### src/rtl/ddr3_test_pkg.sv
// Shared definitions for the DDR3 frame-buffer writer: FSM encoding,
// pixel/bus widths and the pad byte that widens RGB888 to the Avalon bus.
package ddr3_test_pkg;

   localparam int PIX_W      = 24;
   localparam int AVM_DATA_W = 32;

   localparam logic [AVM_DATA_W-PIX_W-1:0] PIX_PAD = 8'h00;

   typedef enum logic {
      IDLE  = 1'b0,
      BURST = 1'b1
   } state_t;

endpackage

### src/rtl/ddr3_burst_writer.sv
// Drains a show-ahead pixel FIFO into DDR3 as fixed-length Avalon write bursts.
// Optional statistics counters are enabled with `define BURST_WR_STATS_EN.
module ddr3_burst_writer
   import ddr3_test_pkg::*;
#(
   parameter int          BURST_LEN   = 32,
   parameter int          ADDR_W      = 25,
   parameter int unsigned BASE_ADDR   = 0,
   parameter int unsigned FRAME_WORDS = 1280*720
)(
   input  logic                  clk,
   input  logic                  rstn,
   input  logic                  frame_start,
   input  logic [7:0]            fifo_usedw,
   input  logic                  fifo_empty,
   input  logic [PIX_W-1:0]      fifo_data,
   output logic                  fifo_rdreq,
   output logic [ADDR_W-1:0]     avm_address,
   output logic                  avm_write,
   output logic [AVM_DATA_W-1:0] avm_writedata,
   output logic [6:0]            avm_burstcount,
   input  logic                  avm_waitrequest,
   output logic                  frame_done
`ifdef BURST_WR_STATS_EN
   ,
   output logic [15:0]           stat_bursts,
   output logic [15:0]           stat_stalls
`endif
);

   localparam int BEAT_W = $clog2(BURST_LEN);
   localparam int FCNT_W = $clog2(FRAME_WORDS + 1);

   localparam logic [BEAT_W-1:0] LAST_BEAT  = BEAT_W'(BURST_LEN - 1);
   localparam logic [8:0]        USEDW_MIN  = 9'(BURST_LEN);
   localparam logic [FCNT_W-1:0] FCNT_STEP  = FCNT_W'(BURST_LEN);
   localparam logic [FCNT_W-1:0] FCNT_LAST  = FCNT_W'(FRAME_WORDS - BURST_LEN);
   localparam logic [ADDR_W-1:0] ADDR_BASE  = ADDR_W'(BASE_ADDR);
   localparam logic [ADDR_W-1:0] ADDR_STEP  = ADDR_W'(BURST_LEN);

   state_t              state, state_n;
   logic [BEAT_W-1:0]   beat_cnt;
   logic [FCNT_W-1:0]   frame_cnt;
   logic                start_pend;
   logic                burst_end;
   logic                wrap;
   logic                restart;

   assign avm_burstcount = 7'(BURST_LEN);
   assign avm_writedata  = {PIX_PAD, fifo_data};
   assign wrap           = (frame_cnt == FCNT_LAST);
   assign restart        = start_pend | frame_start;

   // A frame_start seen in IDLE holds off the next burst for one cycle so the
   // address reset never collides with the burst-start edge.
   always_comb begin
      state_n    = state;
      avm_write  = 1'b0;
      fifo_rdreq = 1'b0;
      burst_end  = 1'b0;
      case (state)
         IDLE: begin
            if (!frame_start && ({1'b0, fifo_usedw} >= USEDW_MIN))
               state_n = BURST;
         end
         BURST: begin
            avm_write  = ~fifo_empty;
            fifo_rdreq = avm_write & ~avm_waitrequest;
            burst_end  = fifo_rdreq && (beat_cnt == LAST_BEAT);
            if (burst_end)
               state_n = IDLE;
         end
         default: state_n = IDLE;
      endcase
   end

   always_ff @(posedge clk or negedge rstn) begin
      if (!rstn)
         state <= IDLE;
      else
         state <= state_n;
   end

   // A restart request (pending or arriving on the last beat) overrides the
   // normal address advance; frame_done still reports a natural frame wrap.
   always_ff @(posedge clk or negedge rstn) begin
      if (!rstn) begin
         beat_cnt    <= '0;
         frame_cnt   <= '0;
         avm_address <= ADDR_BASE;
         frame_done  <= 1'b0;
         start_pend  <= 1'b0;
      end else begin
         frame_done <= burst_end & wrap;
         if (state == BURST) begin
            if (fifo_rdreq)
               beat_cnt <= burst_end ? '0 : beat_cnt + BEAT_W'(1);
            if (burst_end) begin
               start_pend <= 1'b0;
               if (restart || wrap) begin
                  avm_address <= ADDR_BASE;
                  frame_cnt   <= '0;
               end else begin
                  avm_address <= avm_address + ADDR_STEP;
                  frame_cnt   <= frame_cnt + FCNT_STEP;
               end
            end else if (frame_start) begin
               start_pend <= 1'b1;
            end
         end else if (frame_start) begin
            avm_address <= ADDR_BASE;
            frame_cnt   <= '0;
         end
      end
   end

`ifdef BURST_WR_STATS_EN
   // Burst count wraps; stall count saturates so long starvation stays visible.
   always_ff @(posedge clk or negedge rstn) begin
      if (!rstn) begin
         stat_bursts <= '0;
         stat_stalls <= '0;
      end else if (frame_start) begin
         stat_bursts <= '0;
         stat_stalls <= '0;
      end else begin
         if (burst_end)
            stat_bursts <= stat_bursts + 16'd1;
         if ((state == BURST) && fifo_empty && (stat_stalls != 16'hFFFF))
            stat_stalls <= stat_stalls + 16'd1;
      end
   end
`endif

endmodule

### config.mk
export PLATFORM = sky130hd
export DESIGN_NAME = ddr3_burst_writer
export DESIGN_NICKNAME = d
export VERILOG_FILES = /design/src/rtl/ddr3_test_pkg.sv /design/src/rtl/ddr3_burst_writer.sv
export SDC_FILE = /design/constraint.sdc
export NUM_CORES = 1
export LEC_CHECK = 0
export BUFFER_PORTS_ARGS = -buffer_cell sky130_fd_sc_hd__clkbuf_2
export CORE_ASPECT_RATIO = 0.6
export CORE_MARGIN = 1
export CORE_UTILIZATION = 45
export CTS_BUF_LIST = sky130_fd_sc_hd__clkbuf_8
export CTS_CLUSTER_DIAMETER = 60
export DETAILED_ROUTE_END_ITERATION = 6
export PLACE_DENSITY = 0.78
export SYNTH_ARGS = -nofsm -noshare
export SYNTH_HDL_FRONTEND = slang
export SYNTH_SLANG_ARGS = --single-unit
### constraint.sdc
create_clock -name clk -period 2.06 [get_ports clk]
set_clock_uncertainty 0.1 [all_clocks]
set_input_delay 0.103 -clock clk [delete_from_list [all_inputs] [get_ports clk]]
set_output_delay 0.103 -clock clk [all_outputs]
set_load 0.03 [all_outputs]
==> results.toml <==
[status]
run_status = "finished with violations"
violations = "negative setup slack"

[timing]
fmax_ghz = 0.459
rsz0062_at_grt = "true"
worst_slack_ns = -0.119
hold_viol = 0
period_minus_slack_ns = 2.18
period_share_pct = 106
finalSetupViolCount = 22
holdWs_ns = 0.00651
maxSlewViolCount = 0

[clock_network]
root_buffer = "clkbuf_8"
cts_buffers = 5
cts_buffer_depth = 2
clk_pin_slew_ns = 0.08
clk_latency_ns = 0.30
cts_max_level = 2
numClockSinks = 43
cts_tree = "yes"

[min_path]
hp-class = "input port to flip-flop"

[grt]
grt_util_all_layers_pct = 20.5
gr-total-overflow = 0
antenna_found_initial = 0
grt_pass1_wl_um = 8980
grt_max_degree = 23
grt_pass1_vias = 1758

[worst_setup_path]
crit_path_start = "beat_cnt[0]"
startpoint_type = "flip-flop"
reg2reg_from = "beat_cnt[0]"
r2r-end = "frame_cnt[10]"
cp.arrival_ns = 2.27
path_max_fanout = 6
crit_type = "flip-flop to flip-flop"
crit_required_ns = 2.16
endpoint_kind = "flip-flop"
r2r_cells = 9
reg2reg_slack_ns = -0.12
crit_path_max_incr_delay_ns = 0.37
slowest_stage = "dfrtp_1"
path_cells = "ha_2, and3_4, ha_4, nand4bb_4, and2_4, buf_8, a31oi_4, clkbuf_16, nor2_1"
crit_end = "frame_cnt[10]"

[logic_synthesis]
synth_top_cell_area_share_pct = 42.0
synth-edff-count = 0
synthFlopType = "dfrtp_1"
synth_seq_cells = 43
synth_commonest_cells = "46 x buf_4, 43 x dfrtp_1, 34 x nor2_1"
synth_area_um2 = 2560
synth_seq_area_share_pct = 42.0
synth.most_common_cell = "buf_4"
yosysWarnings = 0
synth.area.top_cells = "dfrtp_1 42%, buf_4 13%, nor2_1 5.0%"
ys_async_sr_fraction_pct = 100
yosysTopAreaCell = "dfrtp_1"
syn_area_per_cell_um2 = 9.29
syn_inst = 276
synth_cell_types = 44

[place]
gp_congestion = 0.879
placed_area_um2 = 2780
numPortBuffers = 30
dp_hpwl_um = 4280

[cells_and_area]
drive_gt1_share_pct = 33.5
fin_nets = 364
n_antenna_cell = 0
syn2layout_area_growth_pct = 25.0
finish.utilization_pct = 60.7
design_area_um2 = 3210

[routing]
wirelength_um = 6570
drt_iter0_markers = 132
drc = 0
highest_layer = "met4"
met1Wirelength_um = 3000
drt_first_pass_iters = 4
ant_nets = 0
routed-wl-met3_um = 516
wl_per_cell_um = 16.5
wl_met2_um = 2940
vias = 2095
viasPerCell = 5.25

[floorplanning]
start_util_pct = 48.6
die_h_um = 60.5
dieArea_um2 = 6020
coreArea_um2 = 5280
die_w_um = 99.5
ios = 104
std_cell_rows = 20

[pwr]
peakVddDrop_v = 0.000501
power_density_nw_per_um2 = 540
leakage_nw = 1.49
finalPower_mw = 1.73

[flow_run]
cap_violations = 0
## report_power, final
part	switching, mW	leakage (nW)	internal (mW)
sequential	0.0538	0.578	0.898
combinational	0.167	0.876	0.101
clock	0.290	0.0413	0.222
## cell families (layout without fill, tap and decap cells)
| kind of cell | after synthesis | after routing | share of synthesized area, % |
|---|---|---|---|
| XOR/XNOR | 23 | 23 | 7.85 |
| AND/OR/NAND/NOR | 120 | 120 | 24.8 |
| adder cells (fa/ha/maj) | 4 | 4 | 1.95 |
| flip-flops | 43 | 43 | 42.0 |
| other | 2 | 20 | 0.293 |
| multiplexers | 2 | 2 | 0.878 |
| buffers and inverters | 55 | 83 | 14.9 |
| AO/OA/AOI/OAI | 27 | 27 | 7.41 |
## cell type report
cell class                      count  area, um^2
Clock buffer                        5        68.8
Multi-Input combinational cell    196        1360
Inverter                            5        18.8
Clock inverter                      1        3.75
Timing Repair Buffer               72         579
Sequential cell                    43        1080
Tap cell                           77        96.3
Fill cell                         453        2070
## worst min path at each step
stage                     depth (start not counted)         from               to  slack [ns]
after floorplan                                   0         rstn  avm_address[10]       -0.29
after global placement                            2         rstn  avm_address[15]     -0.0001
after detailed placement                          2         rstn  avm_address[16]       0.005
after CTS                                         3  frame_start       start_pend       0.005
after global routing                              3  frame_start       start_pend        0.03
final                                             3  frame_start       start_pend       0.007
## repair_timing
action / CTS / global route
resized for setup: 5 / 35
buffers inserted: 3 / 6
hold buffers: 4 / 0
pin swaps: 5 / 15
cloned: 0 / 3
endpoints found under the hold margin: 44 / 0
endpoints found under the setup margin: 35 / 30
## worst max-delay path: cells and delay by family, from the launching register on
family	cells	cell delay [ns]
fa+ha+maj	2	0.34
simple gates	4	0.58
flops	1	0.37
compound gates	1	0.32
buf+inv	2	0.37
## sequential cells by signal (all words and copies together) (netlist names)
register / flops
start_pend: 1
frame_cnt: 15
beat_cnt: 5
frame_done: 1
avm_address: 20
state: 1
## metal layers
layer / up-vias / GRT usage (%)
met5: - / 0
met4: 0 / 7.98
met3: 16 / 5.99
met2: 84 / 28.7
met1: 1012 / 30.0
li1: 983 / -
## cells in the final DEF, fill, tap and decap left out, types with 3 or more instances in the layout
master,Yosys,layout
nand4_1,12,12
clkbuf_8,0,5
xor2_1,14,14
a22o_1,3,3
buf_4,46,28
and3_1,5,4
a31oi_1,5,5
buf_6,0,3
or3_1,3,3
nor2_4,0,8
o21ai_0,6,5
dfrtp_1,43,43
inv_1,4,5
nand3_1,18,15
clkbuf_2,0,30
nand2_1,22,21
nand3_2,0,3
nor2_2,1,3
nor3_1,5,3
buf_12,0,4
xnor2_1,9,8
dlygate4sd3_1,0,4
nand2b_1,3,3
a21oi_1,7,6
nor2_1,34,24
conb_1,2,20
## metrics by stage
step                      setup WS (ns)  setup TNS [ns]  std cells
final                            -0.119           -1.71        399
after global routing             -0.189           -3.35        399
after CTS                       -0.0769          -0.283        391
after detailed placement         -0.196           -2.14        378
after global placement           -0.104          -0.890        378
after floorplan                  -0.128          -0.128        294
No activity file was read; power rests on OpenSTA's default activity.
